===== config.mk =====
export PLATFORM = sky130hd
export DESIGN_NAME = enemy_wave_scheduler
export DESIGN_NICKNAME = d
export VERILOG_FILES = /design/src/rtl/enemy_wave_scheduler.sv
export SDC_FILE = /design/constraint.sdc
export NUM_CORES = 1
export LEC_CHECK = 0
export ABC_CLOCK_PERIOD_IN_PS = 2460
export CAP_MARGIN = 25
export CORE_MARGIN = 2
export CORE_UTILIZATION = 59
export CTS_BUF_LIST = sky130_fd_sc_hd__clkbuf_16
export DETAILED_ROUTE_END_ITERATION = 16
export HOLD_SLACK_MARGIN = 0.1
export PLACE_DENSITY = 0.88
export SETUP_SLACK_MARGIN = 0.3
export SYNTH_ARGS = -nofsm -noshare
export SYNTH_HDL_FRONTEND = slang
export SYNTH_SLANG_ARGS = --single-unit
export TNS_END_PERCENT = 1

===== constraint.sdc =====
create_clock -name clk -period 2.46 [get_ports clk]
set_clock_uncertainty 0.05 [all_clocks]
set_input_delay 0.492 -clock clk [delete_from_list [all_inputs] [get_ports clk]]
set_output_delay 0.492 -clock clk [all_outputs]
set_load 0.01 [all_outputs]

===== src/rtl/enemy_wave_scheduler.sv =====
// enemy_wave_scheduler: paces enemy units with move/damage strobes and issues
// one-hot spawn commands to free slots, wave by wave.
// Ports:
//   clk, reset_n          clock, asynchronous active-low reset
//   enable                game running; low freezes the tick counter
//   slot_dead             per-slot free flag from the enemy units
//   spawn_req, spawn_type one-cycle one-hot spawn command and the enemy type
//   move_scen, damage_scen one-cycle strobes, damage trails move by a cycle
//   wave_num, wave_done   current wave (saturates at 15), wave-cleared pulse
module enemy_wave_scheduler #(
  parameter int NUM_SLOTS  = 4,
  parameter int TICK_DIV   = 25_000_000,
  parameter int SPAWN_GAP  = 3,
  parameter int WAVE_SIZE  = 6,
  parameter int WAVE_PAUSE = 8
) (
  input  logic                 clk,
  input  logic                 reset_n,
  input  logic                 enable,
  input  logic [NUM_SLOTS-1:0] slot_dead,
  output logic [NUM_SLOTS-1:0] spawn_req,
  output logic [1:0]           spawn_type,
  output logic                 move_scen,
  output logic                 damage_scen,
  output logic [3:0]           wave_num,
  output logic                 wave_done
);
  localparam int TW = $clog2(TICK_DIV);
  localparam int GW = $clog2(SPAWN_GAP + 1);
  localparam int PW = $clog2(WAVE_PAUSE + 1);
  typedef enum logic [2:0] {S_IDLE, S_GAP, S_SPAWN, S_HOLD, S_DRAIN, S_PAUSE} state_t;
  state_t               state;
  logic [TW-1:0]        tick_cnt;
  logic [GW-1:0]        gap_cnt;
  logic [PW-1:0]        pause_cnt;
  logic [7:0]           spawned;
  logic [7:0]           lfsr;
  logic                 hold2;
  logic                 tick;
  logic [NUM_SLOTS-1:0] sel;
  logic [1:0]           base_type;
  logic [1:0]           typ;
  assign tick = enable && tick_cnt == TW'(TICK_DIV - 1);
  // x & -x isolates the lowest set bit: lowest-index free slot wins
  assign sel = slot_dead & (~slot_dead + NUM_SLOTS'(1));
  assign base_type = lfsr[1:0] == 2'b00 ? 2'b01 : lfsr[1:0];
  // the strongest type is withheld during the first two waves
  assign typ = (wave_num < 4'd2 && base_type == 2'b11) ? 2'b10 : base_type;
  always_ff @(posedge clk or negedge reset_n) begin
    if (!reset_n) begin
      tick_cnt    <= '0;
      lfsr        <= 8'hA5;
      move_scen   <= 1'b0;
      damage_scen <= 1'b0;
    end else begin
      if (enable) tick_cnt <= tick ? '0 : tick_cnt + 1'b1;
      if (tick) lfsr <= {lfsr[6:0], lfsr[7] ^ lfsr[5] ^ lfsr[4] ^ lfsr[3]};
      move_scen   <= tick;
      damage_scen <= move_scen;
    end
  end
  always_ff @(posedge clk or negedge reset_n) begin
    if (!reset_n) begin
      state      <= S_IDLE;
      gap_cnt    <= '0;
      pause_cnt  <= '0;
      spawned    <= '0;
      hold2      <= 1'b0;
      spawn_req  <= '0;
      spawn_type <= '0;
      wave_num   <= '0;
      wave_done  <= 1'b0;
    end else begin
      wave_done <= 1'b0;
      case (state)
        S_IDLE: if (enable) begin
          state   <= S_GAP;
          gap_cnt <= '0;
        end
        S_GAP: if (tick) begin
          gap_cnt <= gap_cnt + 1'b1;
          if (gap_cnt == GW'(SPAWN_GAP - 1)) state <= S_SPAWN;
        end
        S_SPAWN: if (enable && |slot_dead) begin
          spawn_req  <= sel;
          spawn_type <= typ;
          spawned    <= spawned + 8'd1;
          hold2      <= 1'b0;
          state      <= S_HOLD;
        end
        // two cycles so the freshly spawned unit has dropped its dead flag
        S_HOLD: begin
          spawn_req <= '0;
          hold2     <= 1'b1;
          if (hold2) begin
            state   <= spawned == 8'(WAVE_SIZE) ? S_DRAIN : S_GAP;
            gap_cnt <= '0;
          end
        end
        S_DRAIN: if (&slot_dead) begin
          wave_done <= 1'b1;
          wave_num  <= wave_num == 4'd15 ? 4'd15 : wave_num + 4'd1;
          spawned   <= '0;
          pause_cnt <= '0;
          state     <= S_PAUSE;
        end
        S_PAUSE: if (tick) begin
          pause_cnt <= pause_cnt + 1'b1;
          if (pause_cnt == PW'(WAVE_PAUSE - 1)) begin
            state   <= S_GAP;
            gap_cnt <= '0;
          end
        end
        default: state <= S_IDLE;
      endcase
    end
  end
endmodule

==> metrics.md <==
| Metric | Value |
|---|---|
| Crit Path Class | `register to register` |
| CP peak stage delay | `520 ps` |
| Die ar. | `5900 um^2` |
| Hold Fails Final Rpt | `0` |
| Clk network pwr share | `a little over two fifths` |
| Top FF cell, synth | `dfrtp_1` |
| Slowest CP cell | `or4_4` |
| Average wire per standard cell | `15.6 um` |
| GRT Overall Usage | `23.3%` |
| CTS Hold Buffers Added | `0` |
| N_diodes | `0` |
| Synth cell types | `42` |
| Syn_nets | `315` |
| # clock sinks | `64` |
| Core area | `~5100 um^2` |
| Number of synthesized flops with an enable pin | `0` |
| Initial antenna violation count | `0` |
| DRT Wirelength | `6.64 mm` |
| Final setup margin | `311 ps` |
| Final Power | `2.84 mW` |
| Die W | `76.8 um` |
| HP Class | `input port to asynchronous set/reset pin` |
| CP dominant cell by count | `or3_4` |
| Post-Synth XOR/XNOR Area | `8.68%` |
| Placed wire-length estimate | `4.25 mm` |
| Synth area leaders | `dfrtp_1 48%, xor2_1 5.6%, nor2_1 4.0%` |
| Main combinational cell family by area after synthesis | `simple AND/OR/NAND/NOR gates` |
| Via count | `2458` |
| H-tree depth | `3` |
| Hold_ws | `111 ps` |
| Dpl ws | `-167 ps` |
| Synth Area per Inst | `10.4 um^2` |
| Psw | `0.742 mW` |
| WP data required | `2670 ps` |
| Layout Utilization | `approximately three quarters` |
| Area growth syn-to-layout | `24.2%` |
| Fin crit share | `between 80% and 90%` |
| Combinational share of power | `14.7%` |
| Final cell count without fillers | `425` |
| Synth Warn # | `0` |
| DR DRC count | `0` |
| First drt pass iteration count | `4` |
| Worst-margin pin slew | `580 ps` |
| Synth area leader | `dfrtp_1` |
| Slew Viols, Final | `0` |
| Clk_lat worst skew | `about 330 ps` |
| Critical path buffer and inverter count | `0` |
| Fin crit period | `2150 ps` |
| Total of max-cap violations | `0` |
| Cts bufs inserted | `9` |
| Sequential-to-total area share from yosys stat | `51.4%` |
| Sequential share of power | `43.4%` |
| Internal power | `roughly 2.1 mW` |
| Clock Tree Buf Depth | `2` |
| Top delay family on crit path | `simple AND/OR/NAND/NOR gates` |
| DIE HEIGHT | `76.8 um` |
| Cells after DPL | `a little over 400` |
| Clock root buffer | `clkbuf_16` |
| Post-synthesis cell area | `3130 um^2` |
| Vias in the first global route | `2373` |
| Switch share | `26.1%` |
| GR Overflow Total | `0` |
| Starting Density | `around three fifths` |
| Placed instance area | `3510 um^2` |
| Unrepaired setup endpoints after global routing | `true` |
| Top-count cell post-synth | `dfrtp_1` |
| CTS clk-pin slew, worst paths | `50 ps` |
| Largest net degree at the start of global routing | `40` |
| I/O Buffers | `19` |
| Compound-Gate Fraction of Synth Area | `5.60%` |
| DR iter-0 viols | `201` |
| Post-synth top area share | `48.0%` |
| DRT antenna net count | `0` |
| Seq cells post-synth | `64` |
| WP data arrival | `2360 ps` |
| Vias/cell | `5.78` |
| Setup_tns | `0 ps` |
| Io pins | `20` |
| First-pass GRT wire length | `11.0 mm` |
| Final setup fails | `0` |
| Nets | `363` |
| Crit path max fanout | `6` |
| Maximum vdd drop | `~0.53 mV` |
| Mux share of post-synthesis cell area | `4.92%` |
| Worst-path cell chain | `ha_2 > nand2_2 > or3_4 > or3_4 > or4_4 > a21oi_2` |
| Routability cong. | `about 0.83` |
| Syn Inst Count | `302` |
| Worst setup EP type | `register` |
| F_max | `0.465 GHz` |
| Post-synth ARST share | `100%` |
| List of most frequent post-synthesis cells | `60 x dfrtp_1, 33 x nor2_1, 26 x nand2_1` |
| Rows | `26` |
| Status | `finished, final reports clean` |
| Share of layout cells above drive strength 1 | `20.3%` |
| Pleak | `between 1.5 and 2 nW` |
| Slew HR | `61.4%` |
| Area share of and/or/nand/nor cells after synthesis | `23.6%` |
| CP Launch Type | `register` |
| Adder-cell area share of the yosys netlist | `under 10%` |
| Cell area after layout | `just under 4000 um^2` |
| CTS tree | `done` |
| PwrDens | `733 nW/um^2` |
final timing paths:
kind / startpoint / end / slack (ps) / cells past startpoint
max reg2reg: tick_cnt[1] / pause_cnt[3] / 310 / 6
max: tick_cnt[1] / pause_cnt[3] / 310 / 6
min reg2reg: move_scen / damage_scen / 340 / 0
max in group asynchronous: reset_n / lfsr[0] / 1590 / 2
min: reset_n / wave_num[0] / 110 / 1
min in group clk: move_scen / damage_scen / 340 / 0
what timing repair did:
action	CTS	global route
pin swaps	0	7
setup buffers	2	3
endpoints found under the hold margin	0	0
resized for setup	4	11
setup endpoints to repair	18	3
layout by cell type, fill, tap and decap left out, drive strengths merged, types with 2 or more instances in the layout:
cell type	count
a21oi	10
a31oi	2
and3	6
and4	2
buf	28
clkbuf	9
clkdlybuf4s50	17
clkinv	5
dfrtp	60
dfstp	4
ha	6
inv	10
mux2	11
mux2i	3
nand2	26
nand2b	6
nand3	17
nand4	17
nand4b	2
nor2	33
nor2b	3
nor3	7
nor4	4
nor4b	3
nor4bb	3
o21ai	8
o22ai	3
o31ai	4
or3	4
or4	2
xnor2	11
xor2	20
area by class of cell:
cell class / instances / area, um^2
Inverter: 9 / 33.8
Tap cell: 70 / 87.6
Sequential cell: 64 / 1610
Timing Repair Buffer: 46 / 399
Fill cell: 334 / 1220
Clock buffer: 9 / 225
Clock inverter: 7 / 53.8
Multi-Input combinational cell: 220 / 1470
registers in the layout (all words and copies together), names as in the netlist, 2 cells and up:
register / flops
spawn_req: 4
lfsr: 8
state: 3
gap_cnt: 2
tick_cnt: 25
pause_cnt: 4
spawn_type: 2
wave_num: 4
spawned: 8
power groups by stage:
| stage | combinational, mW | clock [mW] | sequential, mW |
|---|---|---|---|
| floorplan | 0.255 | 0 | 1.21 |
| global placement | 0.305 | 0 | 1.24 |
| detailed placement | 0.323 | 0 | 1.25 |
| CTS | 0.367 | 1.20 | 1.22 |
| global route | 0.473 | 1.25 | 1.24 |
| finish | 0.419 | 1.19 | 1.24 |
layer usage:
metal  up-vias  track usage, %  routed length (um)
met5         -               0                   0
met4         0            9.45                  93
met3         9            5.76                 240
met2        46            36.6                3380
met1      1242            31.1                2920
li1       1161               -                   -
cell families (layout without fill, tap and decap cells):
family,after synthesis,count (layout)
AOI/OAI and AO/OA,30,30
xor gates and xnor gates,31,31
adders and majority gates,6,6
buffers and inverters,18,71
DFF,64,64
muxes,14,14
and+or+nand+nor,139,139
Power figures use the tool's default switching activity.
